<file path="src/rtl/led_pattern_sequencer.sv">
// Motor status LED bank sequencer: turns accepted mode requests into timed
// OFF/ON/BLINK/CHASE patterns, with a latched fault display taking priority.
module led_pattern_sequencer #(
    parameter int TICK_DIV   = 50000,
    parameter int STEP_TICKS = 100,
    parameter int CNT_W      = 16
) (
    input  logic       clk,
    input  logic       reset,
    input  logic [1:0] mode_req,
    input  logic       mode_valid,
    output logic       mode_ready,
    input  logic       dir,
    input  logic       fault,
    input  logic       fault_clr,
    output logic [7:0] led,
    output logic [1:0] mode_cur,
    output logic       in_fault
);

    // Request handshake: a request transfers in a cycle where mode_valid and
    // mode_ready are both high; mode_ready is low in FAULT or while fault is high.
    typedef enum logic {
        NORMAL = 1'b0,
        FAULT  = 1'b1
    } state_t;

    localparam logic [CNT_W-1:0] TICK_LAST = CNT_W'(TICK_DIV - 1);
    localparam logic [CNT_W-1:0] STEP_LAST = CNT_W'(STEP_TICKS - 1);

    state_t           state;
    logic [CNT_W-1:0] tick_cnt;
    logic [CNT_W-1:0] step_cnt;
    logic             phase;
    logic             tick;
    logic             step;
    logic             accept;

    assign tick       = (tick_cnt == TICK_LAST);
    assign step       = tick && (step_cnt == STEP_LAST);
    assign mode_ready = (state == NORMAL) && !fault;
    assign accept     = mode_valid && mode_ready;

    function automatic logic [7:0] first_led(input logic [1:0] m, input logic d);
        case (m)
            2'd0:    first_led = 8'h00;
            2'd3:    first_led = d ? 8'h01 : 8'h80;
            default: first_led = 8'hFF;
        endcase
    endfunction

    always_ff @(posedge clk) begin
        if (reset) begin
            state    <= NORMAL;
            led      <= 8'h00;
            mode_cur <= 2'd0;
            in_fault <= 1'b0;
            tick_cnt <= '0;
            step_cnt <= '0;
            phase    <= 1'b0;
        end else begin
            // Free-running timebase; restart events below override it.
            if (tick) begin
                tick_cnt <= '0;
                step_cnt <= (step_cnt == STEP_LAST) ? '0 : step_cnt + CNT_W'(1);
            end else begin
                tick_cnt <= tick_cnt + CNT_W'(1);
            end

            case (state)
                NORMAL: begin
                    if (fault) begin
                        state    <= FAULT;
                        in_fault <= 1'b1;
                        led      <= 8'h55;
                        tick_cnt <= '0;
                        step_cnt <= '0;
                        phase    <= 1'b0;
                    end else if (accept) begin
                        mode_cur <= mode_req;
                        led      <= first_led(mode_req, dir);
                        tick_cnt <= '0;
                        step_cnt <= '0;
                        phase    <= 1'b0;
                    end else if (step) begin
                        case (mode_cur)
                            2'd2: begin
                                led   <= phase ? 8'hFF : 8'h00;
                                phase <= ~phase;
                            end
                            2'd3: led <= dir ? {led[6:0], led[7]} : {led[0], led[7:1]};
                            default: ;
                        endcase
                    end
                end
                FAULT: begin
                    // A clear only counts once the fault level has gone away.
                    if (fault_clr && !fault) begin
                        state    <= NORMAL;
                        in_fault <= 1'b0;
                        mode_cur <= 2'd0;
                        led      <= 8'h00;
                        tick_cnt <= '0;
                        step_cnt <= '0;
                        phase    <= 1'b0;
                    end else if (step) begin
                        led   <= phase ? 8'h55 : 8'hAA;
                        phase <= ~phase;
                    end
                end
                default: state <= NORMAL;
            endcase
        end
    end

endmodule

</file>
<file path="config.mk">
export PLATFORM = sky130hd
export DESIGN_NAME = led_pattern_sequencer
export DESIGN_NICKNAME = d
export VERILOG_FILES = /design/src/rtl/led_pattern_sequencer.sv
export SDC_FILE = /design/constraint.sdc
export NUM_CORES = 1
export LEC_CHECK = 0
export CELL_PAD_IN_SITES_DETAIL_PLACEMENT = 1
export CELL_PAD_IN_SITES_GLOBAL_PLACEMENT = 1
export CORE_UTILIZATION = 30
export DETAILED_ROUTE_END_ITERATION = 10
export PLACE_DENSITY = 0.58
export SLEW_MARGIN = 30
export SYNTH_ARGS = -nofsm -noshare
export SYNTH_HDL_FRONTEND = slang
export SYNTH_SLANG_ARGS = --single-unit
</file>
<file path="constraint.sdc">
create_clock -name clk -period 3 [get_ports clk]
set_input_delay 0.6 -clock clk [delete_from_list [all_inputs] [get_ports clk]]
set_output_delay 0.6 -clock clk [all_outputs]
set_load 0.03 [all_outputs]
</file>
* Yosys cells after proc, flatten, opt, wreduce, memory -nomap -nowiden
Cells that the tools add are included.
Cells by class: multiplexer cells 40, $add $sub $neg 2, equality and inequality tests 13, bitwise gates (word level) 2, reductions and logical operators 10
Operators by type and width (number):
- two-way mux 16 bit | 9
- two-way mux 8 bit | 9
- one-hot mux 16 bit (2 select lines) | 2
- one-hot mux 8 bit (2 select lines) | 3
- adder 16 x 1 -> 16 bit, second input constant | 2
- equality test 16 bit, second input constant | 1
- equality test 16 x 7 -> 1 bit, second input constant | 1
- two-way mux 1 bit | 10
- AND reduction 3 bit | 3
- equality test 2 bit, second input constant | 3
- two-way mux 2 bit | 3
- != test 2 bit, second input constant | 3
- one-hot mux 1 bit (2 select lines) | 3
- != test 5 x 3 -> 1 bit, second input constant | 1
- logical AND 1 bit | 4
- != test 4 x 3 -> 1 bit, second input constant | 1
- != test 4 bit, second input constant | 1
- one-hot mux 2 bit (2 select lines) | 1
- != test 3 x 1 -> 1 bit, second input constant | 1
- zero test 2 bit | 1
- != test 2 x 1 -> 1 bit, second input constant | 1
- inverter 1 bit | 2
- AND reduction 2 bit | 1
- zero test 1 bit | 1
Storage, ports and cells: input bits 8, flip-flop bits (word level) 45, output and inout bits 12

* Depth between registers and ports, before layout
Gate-level depths: netlist (run 1).
depth in word-level cells 6, mapped depth 8

* Least setup slack after synthesis (run 1)
No wires, ideal clock.
kind register -> register, start point register tick_cnt[10], end point register step_cnt[15], clock period less this slack 2.322 ns, library setup time 0.123 ns, slack 0.678 ns, data arrival time 2.198 ns, path buffers 1, cell stages (with the launch flop) 7, path through dfxtp_1 > or4b_4 > or4_4 > buf_6 > nor4_4 > nand3_1 > mux2_1
On the way: word-level cells in the longest chain between the ends 5
RTL lines:
- start: declaration | RTL line 32 | logic [CNT_W-1:0] tick_cnt;
- start signal: assignment | RTL line 67 | tick_cnt <= tick_cnt + CNT_W'(1);
- equality test 16 bit * | RTL line 39 | assign tick = (tick_cnt == TICK_LAST);
- two-way mux 16 bit * | RTL line 63 | if (tick) begin
- two-way mux 16 bit | RTL line 79 | end else if (accept) begin
- two-way mux 16 bit | RTL line 72 | if (fault) begin
- one-hot mux 16 bit (2 select lines) * | RTL line 70 | case (state)
- end signal: assignment | RTL line 65 | step_cnt <= (step_cnt == STEP_LAST) ? '0 : step_cnt + CNT_W'(1);
- end: declaration | RTL line 33 | logic [CNT_W-1:0] step_cnt;
Mark *: on every way between the ends. The rest lies on a longest branch, timed or not. A chain may end at the register's enable or synchronous reset.

* Worst setup path after layout (run 1)
start point input port fault, end point output port mode_ready
On the way: word-level cells in the longest chain between the ends 2
RTL lines:
- start: declaration | RTL line 14 | input logic fault,
- zero test 1 bit | RTL line 41 | assign mode_ready = (state == NORMAL) && !fault;
- logical AND 1 bit | RTL line 41
- end: declaration | RTL line 12 | output logic mode_ready,
No other way between the ends.

==> out/metrics.csv, run 1 <==
stage,metric,value,unit
run_status,run status,"finished, final reports clean",
grt,antenna violations before repair,0,
run,MaxCap Viol Count,0,
power_and_ir_drop,worst vdd ir,0.0001751,V
setup_path,ordered cell list for the critical path,clkdlybuf4s50_1 > nor2_1 > clkdlybuf4s50_1,
hold_path,Min-Delay Path Depth,1,
sta,Pins Over Slew Limit,0,
grt,vias in the first global route,1953,
setup_path,Crit Path Category,in -> out,
yosys,Async SR Flop Fraction,0,
yosys,"Cell Area, Synth",0.002322,mm²
yosys,Seq cells post-synth,45,
placed_design,DP HPWL,3999,µm
yosys,"Seq/Total Area, Yosys",0.3879,
routing,initial drt markers,50,
setup_path,reg2reg end,step_cnt[15],
routing,Detailed Routing Iterations Pass 1,4,
finish,multi-input combinational cell area,0.001320,mm²
cts,H-tree Lvls,2,
placed_design,port bufs,19,
setup_path,CP max stage delay,0.70,ns
cts,TritonCTS buffer count,5,
cts,hold buffers post-CTS,0,
setup_path,Critical Path Sink Type,output pin,
finish,nets,303,
grt,pin count of the biggest net entering global routing,17,
yosys,"Avg Cell Area, Syn",8.538,µm²
yosys,top-count cell post-synth,nor2_1,
sta,Max Fclk,380.4,MHz
power_and_ir_drop,Total Power,0.001281,W
setup_path,Buf/Inv on CP,2,
grt,GR Overflow Total,0,
sta,Fin Setup TNS,0,ns
yosys,"EDFF count, synth",0,
power_and_ir_drop,clock network fraction of total power,0.373,
yosys,Syn Inst Count,272,
sta,Rel. slew slack,0.6458,
sta,RSZ-0062 raised after global routing,false,
yosys,Unique masters post-synth,37,
setup_path,critical path arrival,2.03,ns
cts,CTS tree,built,
power_and_ir_drop,Sw Share,0.2534,
hold_path,hold path startpoint,tick_cnt[0],
cts,CTS sink cnt,45,
die,Ports,20,
hold_path,hold endpoint,tick_cnt[0],
yosys,"Top FF cell, synth",dfxtp_1,
cts,Max Root-Sink Buffers,2,
hold_path,Hold Crit Class,reg -> reg,
sta,Final Cycle Share,0.8762,
cts,clk root buf,clkbuf_8,
grt,gr usage total,0.1429,
setup_path,worst r2r path cells,5,
power_and_ir_drop,Sw Pwr,0.0003246,W
finish,ant diodes,0,
routing,Vias,1960,
setup_path,crit path launch type,input pin,
placed_design,pre-CTS setup slack,0.3752,ns
routing,DRC viols,0,
finish,fill cell count,898,
die,DIE HEIGHT,89.98,µm
setup_path,peak fanout along the critical path,8,
setup_path,cell mode on critical path,clkdlybuf4s50_1,
sta,endpoints failing setup,0,
routing,DR WL/cell,13.69,µm
placed_design,Final Wtd Congestion,0.7177,
die,Starting Density,0.3151,
power_and_ir_drop,PD cells,471.1,mW/mm²
power_and_ir_drop,Leak,0.9214,nW
die,die width,89.98,µm
yosys,Yosys top cell area share,0.3879,
setup_path,worst r2r src,tick_cnt[5],
cts,clock slew at reported path FFs,0.08,ns
die,Core Region,0.007370,mm²
die,DIE AREA,0.008096,mm²
yosys,yosys warns,0,
finish,register area,900.9,µm²
finish,Area Growth Syn to Fin,17.08,%
yosys,post-synth top area cell,dfxtp_1,
setup_path,R2R Setup Slk,0.54,ns
setup_path,slowest CP cell,clkdlybuf4s50_1,
yosys,Area contributors post-synth,"dfxtp_1, nor2_1, xnor2_1, mux2i_1, a21oi_1",
die,Rows,31,
cts,Post-CTS Resized,0,
routing,Total Wirelength,5351,µm
cts,Worst-Skew Late Latency,0.30,ns
grt,first-pass GRT wire length,9570,µm
cts,postcts setup bufs,0,
routing,Final ANT Viol Nets,0,
finish,"Design Area, Final",0.002719,mm²
power_and_ir_drop,sequential share of power,0.495,
power_and_ir_drop,combinational power share,0.132,
routing,vias per cell,5.013,
sta,worst slew pin tran,0.5297,ns
yosys,most frequent cells after synthesis,"nor2_1, dfxtp_1, a21oi_1",
sta,Final Hold Fails,0,
setup_path,Worst EP required,2.40,ns
sta,skew final,0.009614,ns
finish,layout cells sized above 1,0.06849,
power_and_ir_drop,P_int,0.0009564,W
yosys,syn nets,284,
setup_path,"Largest delay share family, worst path",buffers and inverters,
sta,Setup WS post-layout,0.3714,ns
placed_design,dpl cell area,0.002603,mm²
sta,min cycle time layout,2.629,ns
[power groups by stage]
stage	combinational (W)	sequential, W	clock [W]
floorplan	0.0000837	0.000669	0
global route	0.000187	0.000638	0.000523
finish	0.000169	0.000634	0.000478
CTS	0.000171	0.000634	0.000494
detailed placement	0.000170	0.000649	0
global placement	0.000169	0.000649	0
[how the worst max path moves through the flow]
stage,start,to,cells past startpoint
global route,fault,mode_ready,3
finish,fault,mode_ready,3
CTS,fault,mode_ready,3
detailed placement,fault,mode_ready,3
floorplan,tick_cnt[10],step_cnt[15],6
global placement,fault,mode_ready,3
[flip-flops by register name, summed over array words and instances, names as in the netlist]
register and flops:
led 8, step_cnt 16, tick_cnt 16, in_fault 1
phase 1, mode_cur 2, state 1
[layer usage]
layer / GRT usage / vias up / part of all wire
met4: 0.03763 / 0 / 0.011
li1: - / 985 / -
met1: 0.1817 / 936 / 0.48
met3: 0.03892 / 9 / 0.042
met2: 0.2385 / 30 / 0.46
met5: 0 / - / 0
[final cells by class]
cell class              instances  area share
well taps                      99     0.04556
clock buffers                   7     0.03175
clock inverters                 1     0.01104
inverters                       8     0.01104
repair buffers                 24     0.08375
multi-input cells             207      0.4855
flip-flops and latches         45      0.3313
[stage by stage]
| step | utilization | hold slack, ns | cells |
|---|---|---|---|
| after detailed placement | 0.3531 | 0.4544 | 383 |
| after CTS | 0.3689 | 0.4744 | 391 |
| after global routing | 0.3689 | 0.4843 | 391 |
| final | 0.3689 | 0.4674 | 391 |
| after global placement | 0.3531 | 0.4470 | 383 |
| after floorplan | - | 0.4295 | 272 |
[cell families (layout without fill, tap and decap cells)]
| group | Yosys count | in the layout | synth area share |
|---|---|---|---|
| XOR/XNOR | 27 | 27 | 0.1018 |
| multiplexers | 14 | 14 | 0.06088 |
| AO/OA/AOI/OAI | 42 | 42 | 0.1094 |
| adder cells (fa/ha/maj) | 4 | 4 | 0.02155 |
| AND/OR/NAND/NOR | 120 | 120 | 0.2748 |
| flip-flops | 45 | 45 | 0.3879 |
| buffers and inverters | 20 | 40 | 0.04364 |
[placed cells by master (no fill, tap or decap), types with 6 or more instances in the layout]
cell	n
mux2i_1	13
nand2_1	14
nand3_1	11
clkbuf_8	6
dfxtp_1	45
xnor2_1	18
nor2_1	47
xor2_1	9
o21ai_0	9
a21oi_1	20
nand4_1	7
inv_1	8
clkdlybuf4s50_1	19
nor4_1	6
nand2b_1	8
(Power assumes the default switching activity.)
==> inputs of run 2 (changes only) <==
Settings changed: CAP_MARGIN set to 20, CORE_MARGIN set to 2.
==> out/metrics.csv, run 2 (synthesized netlist as in run 1, its figures left out) <==
stage,metric,value,unit
setup_path,peak fanout along the critical path,8,
finish,Area Growth Syn to Fin,16.11,%
sta,Rel. slew slack,0.5996,
setup_path,Buf/Inv on CP,2,
routing,Vias,1945,
setup_path,cell mode on critical path,clkdlybuf4s50_1,
power_and_ir_drop,Leak,0.9075,nW
finish,"commonest non-fill, non-tap cell in the layout",nor2_1,
cts,Max Root-Sink Buffers,2,
placed_design,DP HPWL,4243,µm
cts,postcts setup bufs,0,
grt,GR Overflow Total,0,
routing,initial drt markers,75,
hold_path,Min-Delay Path Depth,2,
grt,vias in the first global route,1997,
setup_path,Critical Path Sink Type,output pin,
setup_path,Worst EP required,2.40,ns
setup_path,crit path launch type,input pin,
finish,nets,303,
power_and_ir_drop,P_int,0.0008505,W
hold_path,hold path startpoint,step_cnt[1],
power_and_ir_drop,Sw Pwr,0.0003443,W
placed_design,pre-CTS setup slack,0.3807,ns
setup_path,critical path arrival,2.02,ns
cts,clock slew at reported path FFs,0.09,ns
routing,DR WL/cell,14.25,µm
routing,Total Wirelength,5615,µm
sta,Pins Over Slew Limit,0,
sta,endpoints failing setup,0,
setup_path,worst r2r path cells,5,
run_status,run status,"finished, final reports clean",
power_and_ir_drop,combinational power share,0.142,
cts,CTS tree,built,
cts,H-tree Lvls,2,
finish,Regs by FF count,"step_cnt: 16 flops, tick_cnt: 16 flops, led: 8 flops",
finish,ant diodes,0,
placed_design,port bufs,19,
grt,gr usage total,0.1428,
placed_design,Final Wtd Congestion,0.7525,
power_and_ir_drop,worst vdd ir,0.0001907,V
sta,Final Hold Fails,0,
routing,Detailed Routing Iterations Pass 1,4,
power_and_ir_drop,Sw Share,0.2881,
sta,RSZ-0062 raised after global routing,false,
grt,pin count of the biggest net entering global routing,17,
routing,Final ANT Viol Nets,0,
sta,worst slew pin tran,0.5951,ns
power_and_ir_drop,clock network fraction of total power,0.326,
cts,clk root buf,clkbuf_8,
setup_path,ordered cell list for the critical path,clkdlybuf4s50_1 > nor2_1 > clkdlybuf4s50_1,
die,die width,91.98,µm
die,Rows,32,
setup_path,"Largest delay share family, worst path",buffers and inverters,
cts,Worst-Skew Late Latency,0.30,ns
setup_path,Crit Path Category,in -> out,
die,Starting Density,0.3053,
hold_path,Hold Crit Class,reg -> reg,
power_and_ir_drop,sequential share of power,0.532,
setup_path,slowest CP cell,clkdlybuf4s50_1,
setup_path,Crit. Startpoint,fault,
setup_path,WP depth,3,
die,Ports,20,
die,DIE AREA,0.008460,mm²
sta,Setup WS post-layout,0.3832,ns
finish,layout cells sized above 1,0.07192,
sta,Fin Setup TNS,0,ns
cts,hold buffers post-CTS,0,
routing,vias per cell,4.937,
finish,final core occ,0.3544,
cts,TritonCTS buffer count,5,
die,Core Region,0.007607,mm²
routing,DRC viols,0,
sta,Final Cycle Share,0.8723,
setup_path,worst r2r src,tick_cnt[10],
power_and_ir_drop,PD cells,443.1,mW/mm²
grt,first-pass GRT wire length,9942,µm
sta,min cycle time layout,2.617,ns
sta,Max Fclk,382.1,MHz
cts,Post-CTS Resized,0,
finish,most frequent cells in the layout,"nor2_1, dfxtp_1, a21oi_1, clkdlybuf4s50_1, xnor2_1",
die,DIE HEIGHT,91.98,µm
power_and_ir_drop,Total Power,0.001195,W
grt,antenna violations before repair,0,
setup_path,CP max stage delay,0.70,ns
cts,CTS sink cnt,45,
run,MaxCap Viol Count,0,
sta,skew final,0.01106,ns
run 2: cell type report:
type | instances | area, µm²
inverters | 8 | 30.03
flip-flops and latches | 45 | 900.9
well taps | 102 | 127.6
repair buffers | 24 | 227.7
clock buffers | 5 | 68.82
clock inverters | 3 | 21.27
multi-input cells | 207 | 1320
fillers | 901 | 4911
run 2: layer usage:
metal	wire length, µm	part of all wire	up-vias	global-route usage
met5	0	0	-	0
met1	2789	0.50	936	0.1946
met4	52	0.0093	0	0.03358
li1	-	-	985	-
met3	148	0.026	5	0.02629
met2	2625	0.47	19	0.2347
run 2: path summary, 6_finish.rpt:
| check | slack, ns | endpoint |
|---|---|---|
| worst min register to register | 0.48 | step_cnt[1] |
| worst min-delay path | 0.48 | step_cnt[1] |
| worst max register to register | 0.54 | step_cnt[15] |
| worst max-delay path | 0.38 | mode_ready |
run 2: worst min-delay path, cell delays in order, from the launching register on:
cell,delay (ns)
dfxtp_1,0.34
nand2_1,0.06
a21oi_1,0.05
run 2: power groups by stage:
| stage | combinational, W | sequential, W | clock [W] |
|---|---|---|---|
| after floorplan | 0.0000837 | 0.000669 | 0 |
| final | 0.000169 | 0.000636 | 0.000390 |
| after global placement | 0.000169 | 0.000649 | 0 |
| after detailed placement | 0.000171 | 0.000649 | 0 |
| after global routing | 0.000186 | 0.000639 | 0.000433 |
| after CTS | 0.000172 | 0.000635 | 0.000411 |
run 2: per-stage QoR:
| stage | instance area, µm² | cells | hold slack [ns] |
|---|---|---|---|
| CTS | 2696 | 394 | 0.4855 |
| detailed placement | 2606 | 386 | 0.4606 |
| finish | 2696 | 394 | 0.4828 |
| floorplan | 2322 | 272 | 0.4295 |
| global placement | 2606 | 386 | 0.4467 |
| global route | 2696 | 394 | 0.5191 |
